$ cat config.mk
export PLATFORM = sky130hd
export DESIGN_NAME = ifu_fetch_ctrl
export DESIGN_NICKNAME = d
export VERILOG_FILES = /design/src/rtl/ifu_pkg.sv /design/src/rtl/ifu_range_chk.sv /design/src/rtl/ifu_fetch_ctrl.sv
export SDC_FILE = /design/constraint.sdc
export NUM_CORES = 1
export LEC_CHECK = 0
export CAP_MARGIN = 20
export CORE_ASPECT_RATIO = 0.75
export CORE_MARGIN = 4
export CORE_UTILIZATION = 46
export DETAILED_ROUTE_END_ITERATION = 6
export GPL_TIMING_DRIVEN = 0
export MAX_ROUTING_LAYER = met4
export PLACE_DENSITY = 0.86
export SLEW_MARGIN = 15
export SYNTH_ARGS = -nofsm -noshare
export SYNTH_HDL_FRONTEND = slang
export SYNTH_SLANG_ARGS = --single-unit
export TNS_END_PERCENT = 20
$ cat constraint.sdc
create_clock -name clk -period 2.7 [get_ports clk]
set_input_delay 0.54 -clock clk [delete_from_list [all_inputs] [get_ports clk]]
set_output_delay 0.54 -clock clk [all_outputs]
set_load 0.02 [all_outputs]
$ cat src/rtl/ifu_pkg.sv
// rtl/ifu_pkg.sv - shared definitions for the instruction-fetch unit
//  Contents: FSM state encodings, default address-map parameters, instruction size.
package ifu_pkg;

  localparam logic [1:0] ST_RUN   = 2'd0;
  localparam logic [1:0] ST_HALT  = 2'd1;
  localparam logic [1:0] ST_FAULT = 2'd2;

  localparam logic [31:0] DEF_RESET_PC = 32'h0000_3000;
  localparam logic [31:0] DEF_IM_BASE  = 32'h0000_3000;
  localparam int          DEF_IM_WORDS = 4096;

  localparam logic [31:0] INSTR_BYTES  = 32'd4;

endpackage

$ cat src/rtl/ifu_range_chk.sv
// rtl/ifu_range_chk.sv - combinational fetch-address fault predicate
//  Used only when IFU_RANGE_CHECK_EN is defined.
//  Ports:
//   pc     in   32  byte address about to be fetched
//   fault  out  1   pc misaligned or outside [IM_BASE, IM_BASE + 4*IM_WORDS)
module ifu_range_chk
  import ifu_pkg::*;
#(
  parameter logic [31:0] IM_BASE  = DEF_IM_BASE,
  parameter int          IM_WORDS = DEF_IM_WORDS
) (
  input  logic [31:0] pc,
  output logic        fault
);

  // 33-bit limit so a ROM ending exactly at 4 GiB does not wrap to zero.
  localparam logic [32:0] IM_LIMIT = {1'b0, IM_BASE} + 33'(IM_WORDS) * 33'(INSTR_BYTES);

  assign fault = (pc[1:0] != 2'b00) || (pc < IM_BASE) || ({1'b0, pc} >= IM_LIMIT);

endmodule

$ cat src/rtl/ifu_fetch_ctrl.sv
// rtl/ifu_fetch_ctrl.sv - instruction-fetch controller between ROM and IF/ID
//  Optional feature macro: IFU_RANGE_CHECK_EN (fetch address range/alignment faults).
//  Ports:
//   clk, reset_n          clock, synchronous active-low reset
//   im_pc / im_rd         ROM address (= pc_q) and combinational read data
//   if_valid/if_ready     fetch output handshake toward decode
//   if_instr/if_pc        registered instruction and its byte address
//   redirect_valid/target branch/jump redirect pulse and new PC
//   halt_req / halted     stop fetching after drain / in HALT state
//   if_fault              fetch fault flag (0 unless IFU_RANGE_CHECK_EN)
module ifu_fetch_ctrl
  import ifu_pkg::*;
#(
  parameter logic [31:0] RESET_PC = DEF_RESET_PC,
  parameter logic [31:0] IM_BASE  = DEF_IM_BASE,
  parameter int          IM_WORDS = DEF_IM_WORDS
) (
  input  logic        clk,
  input  logic        reset_n,
  output logic [31:0] im_pc,
  input  logic [31:0] im_rd,
  output logic        if_valid,
  input  logic        if_ready,
  output logic [31:0] if_instr,
  output logic [31:0] if_pc,
  input  logic        redirect_valid,
  input  logic [31:0] redirect_target,
  input  logic        halt_req,
  output logic        halted,
  output logic        if_fault
);

  logic [1:0]  state_q;
  logic [31:0] pc_q;
  logic        adv;
  logic        fetch_fault;

  // Output stage may take a new word when empty or being consumed this cycle.
  assign adv = !if_valid || if_ready;

`ifdef IFU_RANGE_CHECK_EN
  ifu_range_chk #(
    .IM_BASE  (IM_BASE),
    .IM_WORDS (IM_WORDS)
  ) u_range_chk (
    .pc    (pc_q),
    .fault (fetch_fault)
  );
`else
  // No checking: the ROM simply wraps its index modulo IM_WORDS.
  logic unused_cfg;
  assign unused_cfg  = ^{IM_BASE, IM_WORDS};
  assign fetch_fault = 1'b0;
`endif

  always_ff @(posedge clk) begin
    if (!reset_n) begin
      pc_q     <= RESET_PC;
      if_valid <= 1'b0;
      if_instr <= 32'h0;
      if_pc    <= 32'h0;
      state_q  <= ST_RUN;
      if_fault <= 1'b0;
    end else if (redirect_valid) begin
      // Flush the output stage; the target is fetched on the next cycle.
      pc_q     <= redirect_target;
      if_valid <= 1'b0;
      state_q  <= ST_RUN;
      if_fault <= 1'b0;
    end else begin
      case (state_q)
        ST_RUN: begin
          if (halt_req) begin
            // Stop capturing; let any held word drain, then park.
            if (!if_valid) begin
              state_q <= ST_HALT;
            end else if (if_ready) begin
              if_valid <= 1'b0;
            end
          end else if (adv && fetch_fault) begin
            if_fault <= 1'b1;
            state_q  <= ST_FAULT;
            if (if_valid && if_ready) begin
              if_valid <= 1'b0;
            end
          end else if (adv) begin
            if_instr <= im_rd;
            if_pc    <= pc_q;
            if_valid <= 1'b1;
            pc_q     <= pc_q + INSTR_BYTES;
          end
        end
        default: begin
          // HALT / FAULT: no fetching, pc frozen, only drain a held word.
          if (if_valid && if_ready) begin
            if_valid <= 1'b0;
          end
        end
      endcase
    end
  end

  assign im_pc  = pc_q;
  assign halted = (state_q == ST_HALT);

endmodule

==> results of run 1 <==
==> area by class of cell <==
cell class	instances	share of cell area, %
multi-input combinational	365	31.0
tap	108	2.20
sequential	98	32.0
timing repair buffer	164	26.8
buffer	32	2.33
inverter	7	0.429
clock inverter	5	1.39
clock buffer	10	3.90
==> placed cells by master, fill, tap and decap left out, types with 2 or more instances in the layout <==
master	n
nor2b_1	2
nand3_1	8
nand4_1	16
inv_6	2
nor2_1	15
nand2_1	142
a21oi_1	89
buf_4	2
inv_1	5
bufinv_16	2
clkbuf_16	9
nor3_1	5
nor4_1	6
clkdlybuf4s50_1	164
clkbuf_1	18
inv_2	2
o21ai_0	24
dfxtp_1	98
o211ai_1	3
nor4b_2	2
xor2_1	12
mux2i_1	4
buf_2	12
and4_4	2
xnor2_1	14
==> where the power goes <==
group / total [mW] / internal, mW / leakage, nW / switching [mW]
clock network: 1.39 / 0.839 / 0.156 / 0.548
registers: 1.59 / 1.52 / 0.803 / 0.0771
logic: 0.562 / 0.276 / 1.16 / 0.285
==> critical path: cells and delay by family <==
kind	cells	cell delay, ps
and+or+nand+nor	4	830
buffers and inverters	3	1040
AOI/OAI and AO/OA	1	160
==> per-stage QoR <==
step	cells	setup slack, ps
finish	789	378
global route	789	213
CTS	789	382
detailed placement	774	67.2
global placement	774	153
floorplan	502	928
==> worst min-delay path by stage <==
stage                                    startpoint                        end  slack, ps  cells after the start
after CTS                     if_pc[9]$_SDFFE_PN0P_      if_pc[9]$_SDFFE_PN0P_        450                      2
after floorplan              if_pc[23]$_SDFFE_PN0P_     if_pc[23]$_SDFFE_PN0P_        530                      2
after detailed placement      if_pc[9]$_SDFFE_PN0P_      if_pc[9]$_SDFFE_PN0P_        450                      2
after global routing          if_pc[9]$_SDFFE_PN0P_      if_pc[9]$_SDFFE_PN0P_        470                      2
after global placement    if_instr[22]$_SDFFE_PN0P_  if_instr[22]$_SDFFE_PN0P_        440                      2
final                        if_pc[19]$_SDFFE_PN0P_     if_pc[19]$_SDFFE_PN0P_        450                      2
==> cell families (layout without fill, tap and decap cells) <==
| kind of cell | after synthesis | in the layout | synth area share (%) |
|---|---|---|---|
| xor+xnor | 26 | 26 | 5.65 |
| fa+ha+maj | 1 | 1 | 0.311 |
| flops | 98 | 98 | 48.7 |
| simple gates | 212 | 212 | 24.4 |
| buf+inv | 39 | 218 | 4.19 |
| mux | 4 | 4 | 0.994 |
| other cells | 1 | 1 | 0.0931 |
| compound gates | 121 | 121 | 15.6 |
==> layer usage <==
layer	global-route usage (%)	part of all wire, %	up-vias
met5	-	0	-
met4	6.01	1.6	0
met3	6.90	8.7	18
met2	39.6	45	173
met1	31.1	44	1982
li1	-	-	2056
==> registers in the layout, indices dropped and copies added (netlist names) <==
register	count
if_valid	1
if_instr	32
if_pc	32
state_q	1
im_pc	32
==> impl_metrics.tcl, run 1 <==
set metrics [dict create \
    antenna_cells 0 \
    cts_max_level 3 \
    yosys-top-cells-count "nand2_1 (142), dfxtp_1 (98), a21oi_1 (89)" \
    final-hold-violation-count 0 \
    synth_top_area_share_pct 48.7 \
    synth_top_flop_cell "dfxtp_1" \
    die_h_um 89.1 \
    synth_area_um2 4030 \
    p_total_mw 3.54 \
    postCtsSetupBuffers 0 \
    grt_max_degree 17 \
    gp_congestion 0.874 \
    reg2reg_slack_ps 710 \
    utilization_pct 72.2 \
    route.vias.total 4229 \
    drv_slew 0 \
    place_hpwl_um 9530 \
    hold_buffers 0 \
    final.setup.tns_ps 0 \
    status "finished clean" \
    firstDrtPassIters 4 \
    cts.sinks 98 \
    avgRoutedWirePerCell_um 15.9 \
    whs_ps 454 \
    p_per_area_nw_per_um2 578 \
    yosysMostFrequentCell "nand2_1" \
    slowest_delay_ps 450 \
    cp-end-kind "flip-flop" \
    die_width_um 116 \
    startpoint "halt_req" \
    synth.ff_latch_count 98 \
    setup_viol 0 \
    slowest_stage "clkdlybuf4s50_1" \
    synth_fp_nets 572 \
    finalInstanceArea_um2 6130 \
    drive_above_1_share_pct 6.17 \
    dr.first_iter.drc_count 286 \
    path_max_fanout 10 \
    avgViaCountPerCell 5.36 \
    regArea_um2 1960 \
    p_leak_nw 2.12 \
    layout.nets 747 \
    cts_resized 0 \
    area_delta_synth_final_pct 52.1 \
    cts_buffer_depth 2 \
    synth_largest_area_cell "dfxtp_1" \
    pin_count 168 \
    grt-ovfl-total 0 \
    yosys_warnings 0 \
    ys_seq_area_share_pct 48.7 \
    syn_area_per_cell_um2 8.03 \
    tightest_slew_ps 592 \
    cap_viol_max_count 0 \
    period_share_pct 86.0 \
    vdd_drop_max_v 0.000353 \
    synth_edf_count 0 \
    grt_pass1_vias 4059 \
    slew_headroom_pct 60.5 \
    crit_type "primary input to flip-flop" \
    die-area_um2 10300 \
    cp_cell_sequence "clkdlybuf4s50_1, nor2_1, nand2_1, nor2_1, buf_2, buf_2, nand2_1, a21oi_1" \
    synth_cells 502 \
    r2r_start "state_q[0]$_SDFFE_PP0P_" \
    rows 29 \
    reg2reg_to "if_pc[3]$_SDFFE_PN0P_" \
    drc 0 \
    min_period_ps 2320 \
    skew_ps 9.56 \
    reg2reg_depth 7 \
    clock_latency_ps 340 \
    yosys-top-cells-area "dfxtp_1 (49%), nand2_1 (13%), a21oi_1 (11%), xnor2_1 (3.0%), o21ai_0 (3.0%)" \
    numCtsBuffers 9 \
    grt_setup_unrepaired "false" \
    track_usage_pct 24.7 \
    cts_root_buf "clkbuf_16" \
    critPathLaunchType "primary input" \
    drtAntennaViolNets 0 \
    multiInputGateArea_um2 1900 \
    portBuffers 164 \
    fillers 668 \
    drt_wl_total_um 12600 \
    core_um2 8490 \
    async_flop_share_pct 0 \
    ys_types 42 \
    cts_tree "yes" \
    hold_path_class "flip-flop to flip-flop" \
    start_util_pct 47.5 \
    required_ps 2960 \
    antenna_found_initial 0 \
    max_freq_mhz 431 \
    worstPathArrival_ps 2580 \
    clkTransAtPathRegs_ps 70 \
    crit_path_end "if_pc[3]$_SDFFE_PN0P_" \
    dpl_cell_area_um2 5810 \
    grt_pass1_wl_um 19600 \
]
No activity file was read; power rests on OpenSTA's default activity.
==> run 2, diff against run 1 <==
--- a/config.mk
+++ b/config.mk
@@ -8,11 +8,13 @@
 export CAP_MARGIN = 20
 export CORE_ASPECT_RATIO = 0.75
 export CORE_MARGIN = 4
-export CORE_UTILIZATION = 46
+export CORE_UTILIZATION = 55
 export DETAILED_ROUTE_END_ITERATION = 6
+export DONT_BUFFER_PORTS = 1
 export GPL_TIMING_DRIVEN = 0
 export MAX_ROUTING_LAYER = met4
-export PLACE_DENSITY = 0.86
+export PLACE_DENSITY = 0.71
+export SKIP_LAST_GASP = 1
 export SLEW_MARGIN = 15
 export SYNTH_ARGS = -nofsm -noshare
 export SYNTH_HDL_FRONTEND = slang
==> impl_metrics.tcl, run 2 (same netlist as run 1, synthesis figures left out) <==
set metrics [dict create \
    die_h_um 82.1 \
    reg2reg_slack_ps 550 \
    required_ps 3000 \
    slew_headroom_pct 61.6 \
    max_freq_mhz 466 \
    dpl.cell_count 600 \
    cts.sinks 98 \
    grt_setup_unrepaired "false" \
    drtAntennaViolNets 0 \
    area_delta_synth_final_pct 7.17 \
    clkTransAtPathRegs_ps 100 \
    fin_cells 615 \
    place_hpwl_um 8360 \
    hold_path_class "primary input to flip-flop" \
    p_seq_share_pct 61.1 \
    min_period_ps 2150 \
    status "finished clean" \
    regArea_um2 1960 \
    antenna_cells 0 \
    rows 26 \
    fillers 669 \
    vdd_drop_max_v 0.000332 \
    gp_congestion 0.841 \
    final-hold-violation-count 0 \
    die_width_um 107 \
    swShare_pct 30.3 \
    setup_viol 0 \
    cts_root_buf "clkbuf_8" \
    utilization_pct 62.0 \
    clkPwrFrac_pct 30.7 \
    postCtsSetupBuffers 0 \
    final_common_cell "nand2_1" \
    drt_wl_total_um 11000 \
    grt_pass1_vias 3318 \
    portBuffers 0 \
    min_from "im_rd[22]" \
    finalInstanceArea_um2 4320 \
    grt_pass1_wl_um 16700 \
    cap_viol_max_count 0 \
    multiInputGateArea_um2 1900 \
    start_util_pct 57.9 \
    avgViaCountPerCell 5.85 \
    p_int_mw 1.93 \
    dpl_cell_area_um2 4150 \
    cts_resized 0 \
    tightest_slew_ps 576 \
    cts_max_level 3 \
    clock_latency_ps 360 \
    r2r_start "im_pc[2]$_SDFFE_PN0P_" \
    drv_slew 0 \
    skew_ps 5.85 \
    period_share_pct 79.6 \
    critPathLaunchType "flip-flop" \
    die-area_um2 8770 \
    layout.nets 583 \
    avgRoutedWirePerCell_um 17.9 \
    power_frac_comb_pct 8.2 \
    path_max_fanout 6 \
    core_um2 6960 \
    switchingPower_uw 840 \
    reg2reg_depth 6 \
    antenna_found_initial 0 \
    cp-end-kind "flip-flop" \
    dr.first_iter.drc_count 196 \
    drc 0 \
    hold_buffers 0 \
    reg2reg_to "im_pc[30]$_SDFFE_PN0P_" \
    worstPathArrival_ps 2450 \
    crit_type "flip-flop to flip-flop" \
    cts_tree "yes" \
    hold_depth 2 \
    p_per_area_nw_per_um2 642 \
    pin_count 168 \
    p_leak_nw 1.44 \
    cts_buffer_depth 2 \
    firstDrtPassIters 5 \
    route.vias.total 3597 \
    final_cell_mix "nand2_1 (142), dfxtp_1 (98), a21oi_1 (89), o21ai_0 (24), clkbuf_1 (18)" \
    final.setup.tns_ps 0 \
    grt_max_degree 17 \
    drive_above_1_share_pct 8.12 \
    holdPathEnd "if_instr[22]$_SDFFE_PN0P_" \
    numCtsBuffers 9 \
    grt-ovfl-total 0 \
    track_usage_pct 25.1 \
]
run 2: cell count changes in the layout (fill, tap and decap cells not counted), sizes merged:
cell           previous run  this run
clkbuf                   28        27
clkdlybuf4s50           164         0
bufinv                    2         0
clkinvlp                  1         2
clkinv                    0         2
run 2: how the worst max path moves through the flow:
stage	from	end	cells past startpoint
floorplan	halt_req	im_pc[21]$_SDFFE_PN0P_	5
global placement	im_pc[2]$_SDFFE_PN0P_	im_pc[30]$_SDFFE_PN0P_	6
detailed placement	im_pc[2]$_SDFFE_PN0P_	im_pc[16]$_SDFFE_PN0P_	6
CTS	im_pc[2]$_SDFFE_PN0P_	im_pc[20]$_SDFFE_PN0P_	6
global route	im_pc[2]$_SDFFE_PN0P_	im_pc[30]$_SDFFE_PN0P_	6
finish	im_pc[2]$_SDFFE_PN0P_	im_pc[30]$_SDFFE_PN0P_	6
run 2: routing by layer:
| layer | track usage [%] | vias up | routed length [um] |
|---|---|---|---|
| met5 | - | - | 0 |
| met4 | 9.20 | 0 | 212 |
| met3 | 9.32 | 20 | 1170 |
| met2 | 37.9 | 176 | 4910 |
| met1 | 31.0 | 1679 | 4720 |
| li1 | - | 1722 | - |
run 2: worst max-delay path, stage by stage (launching register included):
cell and delay [ps]:
dfxtp_1 600, ha_1 350, nand4_1 210, nor3_1 440, nand4_1 170, xor2_1 170
a21oi_1 150
run 2: power groups by stage:
stage	Clock [mW]	Combinational, mW	Sequential (mW)
after detailed placement	0	0.227	1.73
after floorplan	0	0.178	1.70
after global placement	0	0.217	1.73
after CTS	0.870	0.228	1.69
final	0.849	0.228	1.69
after global routing	0.925	0.258	1.71
run 2: final cells by class:
cell class / count / share of cell area, %
sequential: 98 / 45.4
multi-input combinational: 365 / 44.0
buffer: 32 / 3.30
clock buffer: 9 / 2.87
tap: 98 / 2.84
clock inverter: 6 / 0.985
inverter: 7 / 0.609
run 2: through the flow:
step	total power, mW	hold WS (ps)	setup slack [ps]
final	2.77	297	552
after detailed placement	1.96	549	590
after global placement	1.94	544	612
after global routing	2.89	282	278
after floorplan	1.88	533	928
after CTS	2.79	282	560
==> run 3, diff against run 2 <==
==> constraint.sdc (replaced) <==
create_clock -name clk -period 2.2 [get_ports clk]
set_input_delay 0.44 -clock clk [delete_from_list [all_inputs] [get_ports clk]]
set_output_delay 0.44 -clock clk [all_outputs]
set_load 0.02 [all_outputs]
==> impl_metrics.tcl, run 3 (same netlist as run 1, synthesis figures left out) <==
set metrics [dict create \
    status "finished clean" \
    cp_cell_sequence "ha_1, nand4_1, nor3_2, nand4_1, xor2_1, a21oi_1" \
    hold_path_class "primary input to flip-flop" \
    dpl.cell_count 600 \
    setup_viol 0 \
    cap_viol_max_count 0 \
    reg2reg_depth 6 \
    avgViaCountPerCell 5.75 \
    final_common_cell "nand2_1" \
    max_freq_mhz 496 \
    cts_max_level 3 \
    grt_util_met1_pct 31.0 \
    grt_pass1_wl_um 16700 \
    numCtsBuffers 9 \
    portBuffers 0 \
    path_max_fanout 6 \
    die_width_um 107 \
    fillers 673 \
    route.vias.total 3538 \
    r2r_start "im_pc[3]$_SDFFE_PN0P_" \
    crit_top_cell "nand4_1" \
    grt_max_degree 17 \
    hold_buffers 0 \
    core_um2 6960 \
    area_delta_synth_final_pct 7.39 \
    cts_tree "yes" \
    cts.sinks 98 \
    avgRoutedWirePerCell_um 17.9 \
    hold_depth 2 \
    drc 0 \
    grt_util_met3_pct 9.32 \
    cpLargestDelayFamily "simple AND/OR/NAND/NOR gates" \
    grt.busiest_layer "met2" \
    grt_pass1_vias 3318 \
    holdPathEnd "if_instr[22]$_SDFFE_PN0P_" \
    worstPathArrival_ps 2320 \
    slew_headroom_pct 62.1 \
    tightest_slew_ps 568 \
    die_h_um 82.1 \
    period_share_pct 91.7 \
    crit_buf_inv 0 \
    slowest_stage "dfxtp_1" \
    whs_ps 192 \
    layout.nets 583 \
    clock_latency_ps 370 \
    crit_type "flip-flop to flip-flop" \
    drv_slew 0 \
    reg2reg_to "im_pc[20]$_SDFFE_PN0P_" \
    p_leak_nw 1.45 \
    drt_wl_total_um 11000 \
    final-hold-violation-count 0 \
    gp_congestion 0.841 \
    place_hpwl_um 8360 \
    antenna_cells 0 \
    cts_root_buf "clkbuf_8" \
    min_from "im_rd[22]" \
    rows 26 \
    p_per_area_nw_per_um2 786 \
    cp-end-kind "flip-flop" \
    dp_slack_ps 89.6 \
    drtAntennaViolNets 0 \
    use_met2_pct 37.9 \
    postLayoutSetupSlackWorst_ps 182 \
    track_usage_pct 25.1 \
    pin_count 168 \
    critPathLaunchType "flip-flop" \
    slowest_delay_ps 580 \
    drive_above_1_share_pct 8.70 \
    start_util_pct 57.9 \
    clkTransAtPathRegs_ps 100 \
    vdd_drop_max_v 0.000408 \
    dr.first_iter.drc_count 178 \
    required_ps 2500 \
    skew_ps 6.46 \
    fin_cells 615 \
    grt-ovfl-total 0 \
    die-area_um2 8770 \
    antenna_found_initial 0 \
    firstDrtPassIters 4 \
    cts_buffer_depth 2 \
    reg2reg_slack_ps 180 \
    min_period_ps 2020 \
    final_cell_mix "nand2_1 (142), dfxtp_1 (97), a21oi_1 (89), o21ai_0 (24), clkbuf_1 (18)" \
]
[run 3: cell type report]
cell class / count / area, um2 / share of cell area, %
multi-input cells: 365 / 1910 / 44.0
clock buffers: 9 / 124 / 2.86
clock inverters: 6 / 42.5 / 0.983
plain buffers: 32 / 143 / 3.30
well taps: 98 / 123 / 2.83
inverters: 7 / 26.3 / 0.607
flip-flops and latches: 98 / 1960 / 45.4
[run 3: report_power, final]
part	total, mW	internal (mW)	leakage, nW	switching, mW
clock network	1.04	0.409	0.0819	0.633
registers	2.08	1.86	0.803	0.216
logic	0.280	0.0996	0.562	0.180
[run 3: timing repair]
| item | 4_1_cts | 5_1_grt |
|---|---|---|
| resized for setup | 0 | 3 |
| endpoints found under the setup margin | 0 | 44 |
| setup buffers | 0 | 0 |
[run 3: how the worst max path moves through the flow]
stage                               start                      to  slack [ps]  cells past startpoint
global route        im_pc[3]$_SDFFE_PN0P_  im_pc[30]$_SDFFE_PN0P_         -20                      6
finish              im_pc[3]$_SDFFE_PN0P_  im_pc[20]$_SDFFE_PN0P_         180                      6
global placement    im_pc[2]$_SDFFE_PN0P_  im_pc[30]$_SDFFE_PN0P_         110                      6
floorplan           im_pc[2]$_SDFFE_PN0P_  im_pc[16]$_SDFFE_PN0P_         460                      6
CTS                 im_pc[2]$_SDFFE_PN0P_  im_pc[20]$_SDFFE_PN0P_          60                      6
detailed placement  im_pc[2]$_SDFFE_PN0P_  im_pc[16]$_SDFFE_PN0P_          90                      6
[run 3: per-layer routing]
| metal | part of all wire (%) | wire, um | vias up |
|---|---|---|---|
| met5 | 0 | 0 | - |
| met4 | 1.5 | 165 | 0 |
| met3 | 11 | 1230 | 15 |
| met2 | 45 | 4990 | 160 |
| met1 | 42 | 4610 | 1639 |
| li1 | - | - | 1724 |
[run 3: stage by stage]
stage | setup TNS (ps) | total power, mW | cell area (um2) | util [%]
detailed placement | 0 | 2.40 | 4150 | 59.6
global placement | 0 | 2.38 | 4150 | 59.6
global route | -18.9 | 3.55 | 4330 | 62.1
finish | 0 | 3.40 | 4330 | 62.1
floorplan | 0 | 2.30 | 4030 | -
CTS | 0 | 3.43 | 4320 | 62.0
[run 3: worst reg2reg max path: cells and delay by family, from the launching register on]
| kind | cells | cell delay, ps |
|---|---|---|
| XOR/XNOR | 1 | 170 |
| adder cells (fa/ha/maj) | 1 | 350 |
| flip-flops | 1 | 580 |
| AND/OR/NAND/NOR | 3 | 710 |
| AO/OA/AOI/OAI | 1 | 140 |
